<file path="src/rtl/velocity_cell_reader.sv">
// Read-side initiator for one per-cell velocity RAM: reads the particle count, then streams
// every {vz, vy, vx} word out through a 2-entry skid FIFO. Optional out_last: VEL_CELL_READER_LAST_EN.
module velocity_cell_reader #(
    parameter int unsigned DATA_WIDTH   = 96,
    parameter int unsigned PARTICLE_NUM = 220,
    parameter int unsigned ADDR_WIDTH   = 8
) (
    input  logic                  clk,
    input  logic                  rst,
    input  logic                  start,
    output logic                  busy,
    output logic                  done,
    output logic [ADDR_WIDTH-1:0] particle_count,
    output logic                  count_err,
    output logic [ADDR_WIDTH-1:0] mem_address,
    output logic                  mem_rden,
    output logic                  mem_wren,
    output logic [DATA_WIDTH-1:0] mem_data,
    input  logic [DATA_WIDTH-1:0] mem_q,
    output logic [DATA_WIDTH-1:0] out_data,
    output logic [ADDR_WIDTH-1:0] out_index,
    output logic                  out_valid,
    input  logic                  out_ready
`ifdef VEL_CELL_READER_LAST_EN
    ,
    output logic                  out_last
`endif
);

    localparam logic [ADDR_WIDTH-1:0] MAX_COUNT = ADDR_WIDTH'(PARTICLE_NUM - 1);

    typedef enum logic [2:0] {IDLE, RD_CNT, WAIT_CNT, STREAM, DRAIN, FINISH} state_t;

    state_t                state_q;
    logic                  busy_q, done_q, count_err_q, rden_q, rd_vld_q;
    logic [ADDR_WIDTH-1:0] count_q, addr_q, rd_ptr_q, rd_idx_q;
    logic [DATA_WIDTH-1:0] fifo_data_q [2];
    logic [ADDR_WIDTH-1:0] fifo_idx_q  [2];
    logic                  head_q, tail_q;
    logic [1:0]            fifo_cnt_q, fifo_cnt_d;
    logic                  fifo_empty, valid_c, accept, push, pop, credit_ok, drained;
    logic [ADDR_WIDTH-1:0] raw_count, clamped_count;

    // Returning RAM data bypasses the FIFO when it is empty, so a read reaches the consumer next cycle.
    always_comb begin
        fifo_empty    = (fifo_cnt_q == 2'd0);
        valid_c       = !fifo_empty || rd_vld_q;
        accept        = valid_c && out_ready;
        pop           = accept && !fifo_empty;
        push          = rd_vld_q && !(fifo_empty && accept);
        fifo_cnt_d    = fifo_cnt_q;
        if (push && !pop) begin
            fifo_cnt_d = fifo_cnt_q + 2'd1;
        end else if (pop && !push) begin
            fifo_cnt_d = fifo_cnt_q - 2'd1;
        end
        // Held entries plus reads still on their way may never exceed the two FIFO slots.
        credit_ok     = (fifo_cnt_d + {1'b0, rden_q}) < 2'd2;
        drained       = (fifo_cnt_d == 2'd0) && !rden_q;
        raw_count     = mem_q[ADDR_WIDTH-1:0];
        clamped_count = (raw_count > MAX_COUNT) ? MAX_COUNT : raw_count;
    end

    always_ff @(posedge clk) begin
        if (push) begin
            fifo_data_q[tail_q] <= mem_q;
            fifo_idx_q[tail_q]  <= rd_idx_q;
        end
    end

    always_ff @(posedge clk) begin
        if (rst) begin
            state_q     <= IDLE;
            busy_q      <= 1'b0;
            done_q      <= 1'b0;
            count_err_q <= 1'b0;
            count_q     <= '0;
            addr_q      <= '0;
            rden_q      <= 1'b0;
            rd_ptr_q    <= '0;
            rd_vld_q    <= 1'b0;
            rd_idx_q    <= '0;
            head_q      <= 1'b0;
            tail_q      <= 1'b0;
            fifo_cnt_q  <= 2'd0;
        end else begin
            if (push) tail_q <= ~tail_q;
            if (pop)  head_q <= ~head_q;
            fifo_cnt_q <= fifo_cnt_d;
            // The count word returns while in WAIT_CNT and is consumed by the FSM, not the FIFO.
            rd_vld_q   <= rden_q && (state_q != RD_CNT);
            if (rden_q) rd_idx_q <= addr_q;
            rden_q     <= 1'b0;
            done_q     <= 1'b0;

            case (state_q)
                IDLE: begin
                    if (start) begin
                        state_q     <= RD_CNT;
                        busy_q      <= 1'b1;
                        count_err_q <= 1'b0;
                        rden_q      <= 1'b1;
                        addr_q      <= '0;
                    end
                end
                RD_CNT: state_q <= WAIT_CNT;
                WAIT_CNT: begin
                    count_q     <= clamped_count;
                    count_err_q <= (raw_count > MAX_COUNT);
                    if (clamped_count == '0) begin
                        state_q <= FINISH;
                        done_q  <= 1'b1;
                    end else begin
                        rden_q   <= 1'b1;
                        addr_q   <= ADDR_WIDTH'(1);
                        rd_ptr_q <= ADDR_WIDTH'(2);
                        state_q  <= (clamped_count == ADDR_WIDTH'(1)) ? DRAIN : STREAM;
                    end
                end
                STREAM: begin
                    if (credit_ok) begin
                        rden_q   <= 1'b1;
                        addr_q   <= rd_ptr_q;
                        rd_ptr_q <= rd_ptr_q + ADDR_WIDTH'(1);
                        if (rd_ptr_q == count_q) state_q <= DRAIN;
                    end
                end
                DRAIN: begin
                    if (drained) begin
                        state_q <= FINISH;
                        done_q  <= 1'b1;
                    end
                end
                FINISH: begin
                    busy_q  <= 1'b0;
                    state_q <= IDLE;
                end
                default: state_q <= IDLE;
            endcase
        end
    end

    assign busy           = busy_q;
    assign done           = done_q;
    assign particle_count = count_q;
    assign count_err      = count_err_q;
    assign mem_address    = addr_q;
    assign mem_rden       = rden_q;
    assign mem_wren       = 1'b0;
    assign mem_data       = '0;
    assign out_valid      = valid_c;
    assign out_data       = fifo_empty ? mem_q : fifo_data_q[head_q];
    assign out_index      = fifo_empty ? rd_idx_q : fifo_idx_q[head_q];
`ifdef VEL_CELL_READER_LAST_EN
    assign out_last       = valid_c && (out_index == count_q);
`endif

endmodule

</file>
<file path="config.mk">
export PLATFORM = sky130hd
export DESIGN_NAME = velocity_cell_reader
export DESIGN_NICKNAME = d
export VERILOG_FILES = /design/src/rtl/velocity_cell_reader.sv
export SDC_FILE = /design/constraint.sdc
export NUM_CORES = 1
export LEC_CHECK = 0
export BUFFER_PORTS_ARGS = -buffer_cell sky130_fd_sc_hd__clkbuf_2
export CAP_MARGIN = 20
export CELL_PAD_IN_SITES_DETAIL_PLACEMENT = 1
export CELL_PAD_IN_SITES_GLOBAL_PLACEMENT = 2
export CORE_MARGIN = 4
export CORE_UTILIZATION = 36
export DETAILED_ROUTE_END_ITERATION = 7
export PLACE_DENSITY_LB_ADDON = 0.1
export SYNTH_ARGS = -nofsm -noshare
export SYNTH_HDL_FRONTEND = slang
export SYNTH_SLANG_ARGS = --single-unit
</file>
<file path="constraint.sdc">
create_clock -name clk -period 19.99 [get_ports clk]
set_input_delay 3.998 -clock clk [delete_from_list [all_inputs] [get_ports clk]]
set_output_delay 3.998 -clock clk [all_outputs]
set_load 0.005 [all_outputs]
</file>
==> flow_metrics.env <==
export IMPL_outcome="finished clean"
export IMPL_drt_iter0_drc=330
export IMPL_drive_gt1_share_pct=25.2
export IMPL_antenna_left=0
export IMPL_powerDensity_nw_per_um2=128
export IMPL_wirelength_um=27400
export IMPL_wire_per_inst_um=17.8
export IMPL_critPathRequiredTime_ns=15.99
export IMPL_antenna_found_initial=0
export IMPL_synthesis_area_um2=11200
export IMPL_gr_total_overflow=0
export IMPL_p_leak_nw=5.19
export IMPL_cts_tree="yes"
export IMPL_arrival_ns=4.56
export IMPL_initial_utilization_pct=36.6
export IMPL_yosys_cell_types_count=42
export IMPL_syn2layout_area_growth_pct=19.2
export IMPL_cap_violations=0
export IMPL_first_pass_iters=4
export IMPL_async_flop_share_pct=0
export IMPL_num_vias=7209
export IMPL_core_area_um2=30700
export IMPL_dieArea_um2=34100
export IMPL_grt_pass1_vias=7212
export IMPL_hold_violations=0
export IMPL_max_freq_ghz=0.117
export IMPL_endpoint_kind="output pin"
export IMPL_ys_flop_type="edfxtp_1"
export IMPL_synth_seq_area_share_pct=63.6
export IMPL_crit_type="primary input to output pin"
export IMPL_ys_warn_count=0
export IMPL_grt_pass1_wl_um=41300
export IMPL_clockBufferDepth=3
export IMPL_clk_pin_slew_ns=0.06
export IMPL_grt_max_degree=113
export IMPL_synthCells=915
export IMPL_setup_viol=0
export IMPL_fin_tns_setup_ns=0
export IMPL_synth_edf_count=208
export IMPL_die_y_um=185
export IMPL_dp_hpwl_um=18600
export IMPL_rsz0062_at_grt="no"
export IMPL_final_max_slew_viol_count=0
export IMPL_cts_htree_levels=1
export IMPL_placementRows=64
export IMPL_gp_congestion=0.736
export IMPL_tightest_slew_ns=1.00
export IMPL_avgSynthCellArea_um2=12.3
export IMPL_io_pins=322
export IMPL_max_slew_margin_pct=33.1
export IMPL_ir_drop_mv=0.0720
export IMPL_finClkSkew_ns=0.0200
export IMPL_cts_setup_buffers=0
export IMPL_die_w_um=185
export IMPL_drcViolationCount=0
export IMPL_cts_num_sinks=253
export IMPL_ctsResizeCount=0
export IMPL_cts_hold_buf=0
export IMPL_critPathMaxFanout=6
export IMPL_worstSkewPairLatency_ns=0.53
export IMPL_fin_crit_ns=8.56
export IMPL_timing_hold_ws_ns=0.493
export IMPL_io_buffers=224
export IMPL_ys_ff_latch=253
export IMPL_cp_start_kind="primary input"
export IMPL_final_nets=1225
export IMPL_avgViaCountPerCell=4.68
export IMPL_hold_path_class="register to register"
export IMPL_final_period_utilization_pct=42.8
export IMPL_root_buffer="clkbuf_16"
export IMPL_numCtsBuffers=28
export IMPL_track_usage_pct=15.2
export IMPL_diodes=0
==> worst max-delay path, stage by stage <==
cell and delay (ns):
clkbuf_2 0.18, nand2_1 0.07, o21ai_0 0.11, clkbuf_2 0.20
==> where the power goes <==
group,internal [mW],total (mW),leakage (nW),switching [mW]
logic,0.202,0.518,2.44,0.316
clock network,0.360,0.566,0.506,0.205
registers,0.606,0.636,2.24,0.0296
==> kinds of logic after synthesis <==
logic type | Yosys count | synth area share (%)
AND/OR/NAND/NOR | 219 | 8.81
buffers and inverters | 155 | 8.49
adder cells (fa/ha/maj) | 2 | 0.223
AO/OA/AOI/OAI | 157 | 7.49
other | 1 | 0.0334
multiplexers | 117 | 10.5
flip-flops | 253 | 63.6
XOR/XNOR | 11 | 0.858
==> synthesized netlist by cell type, types with 2 or more instances <==
cell / n / area share (%)
a211o_1: 2 / 0.16
a21oi_1: 26 / 1.2
a31oi_1: 3 / 0.17
and2_1: 3 / 0.17
and3_1: 3 / 0.17
buf_1: 8 / 0.27
buf_2: 6 / 0.27
buf_4: 97 / 6.5
clkbuf_1: 38 / 1.3
dfxtp_1: 45 / 8.0
edfxtp_1: 208 / 56
ha_1: 2 / 0.22
inv_1: 6 / 0.20
mux2_2: 2 / 0.20
mux2i_1: 115 / 10
nand2_1: 125 / 4.2
nand2b_1: 6 / 0.33
nand3_1: 14 / 0.62
nand4_1: 3 / 0.17
nor2_1: 28 / 0.94
nor2b_1: 4 / 0.22
nor3_1: 11 / 0.49
nor3b_1: 3 / 0.20
nor4_1: 4 / 0.22
o211ai_1: 8 / 0.53
o21ai_0: 110 / 4.9
o31ai_1: 3 / 0.20
or3_1: 5 / 0.28
or4_1: 4 / 0.27
xor2_1: 11 / 0.86
==> cells in the final DEF (no fill, tap or decap), drive strengths merged, types with 7 or more instances in the layout <==
cell type    n
nand3       14
xor2        11
clkinv      11
o211ai       8
nor3        11
clkbuf     256
edfxtp     208
nand2      125
mux2i      115
conb        97
a21oi       27
nor2        28
buf          7
bufinv       7
dfxtp       45
o21ai      110
==> path summary, 6_finish.rpt <==
path	start	end	slack, ns	cells after the start
worst max register to register	fifo_cnt_q[1]	fifo_data_q[0][72]	16.51	7
worst min-delay path	mem_address[2]	mem_address[2]	0.49	2
worst max-delay path	mem_q[6]	out_data[6]	11.43	4
worst min register to register	mem_address[2]	mem_address[2]	0.49	2
==> registers in the layout, indices dropped and copies added (netlist names), named ones only <==
register / count
mem_address: 8
rd_vld_q: 1
done: 1
fifo_data_q: 192
tail_q: 1
rd_idx_q: 8
fifo_cnt_q: 2
particle_count: 8
count_err: 1
state_q: 3
head_q: 1
mem_rden: 1
busy: 1
fifo_idx_q: 16
rd_ptr_q: 8
==> cell type report <==
cell class | count | area, um2
Multi-Input combinational cell | 603 | 3510
Sequential cell | 253 | 7150
Fill cell | 3328 | 17300
Inverter | 6 | 22.5
Clock buffer | 32 | 757
Clock inverter | 20 | 275
Tap cell | 396 | 495
Timing Repair Buffer | 231 | 1170
==> routing by layer <==
layer / global-route usage (%) / vias up / wire, um
met2: 25.6 / 168 / 13400
met1: 21.0 / 3480 / 12300
met3: 2.47 / 27 / 1360
li1: - / 3534 / -
met4: 3.08 / 0 / 315
met5: 0 / - / 0
==> through the flow <==
stage / total power, mW / setup WS [ns] / util [%] / area [um2] / instances
after global routing: 1.84 / 11.36 / 43.7 / 13400 / 1541
after detailed placement: 1.18 / 11.43 / 40.3 / 12400 / 1489
after global placement: 1.18 / 11.42 / 40.3 / 12400 / 1489
after floorplan: 0.963 / 10.95 / - / 11600 / 1011
after CTS: 1.76 / 11.42 / 43.7 / 13400 / 1541
final: 1.72 / 11.43 / 43.7 / 13400 / 1541
(Power assumes the default switching activity.)
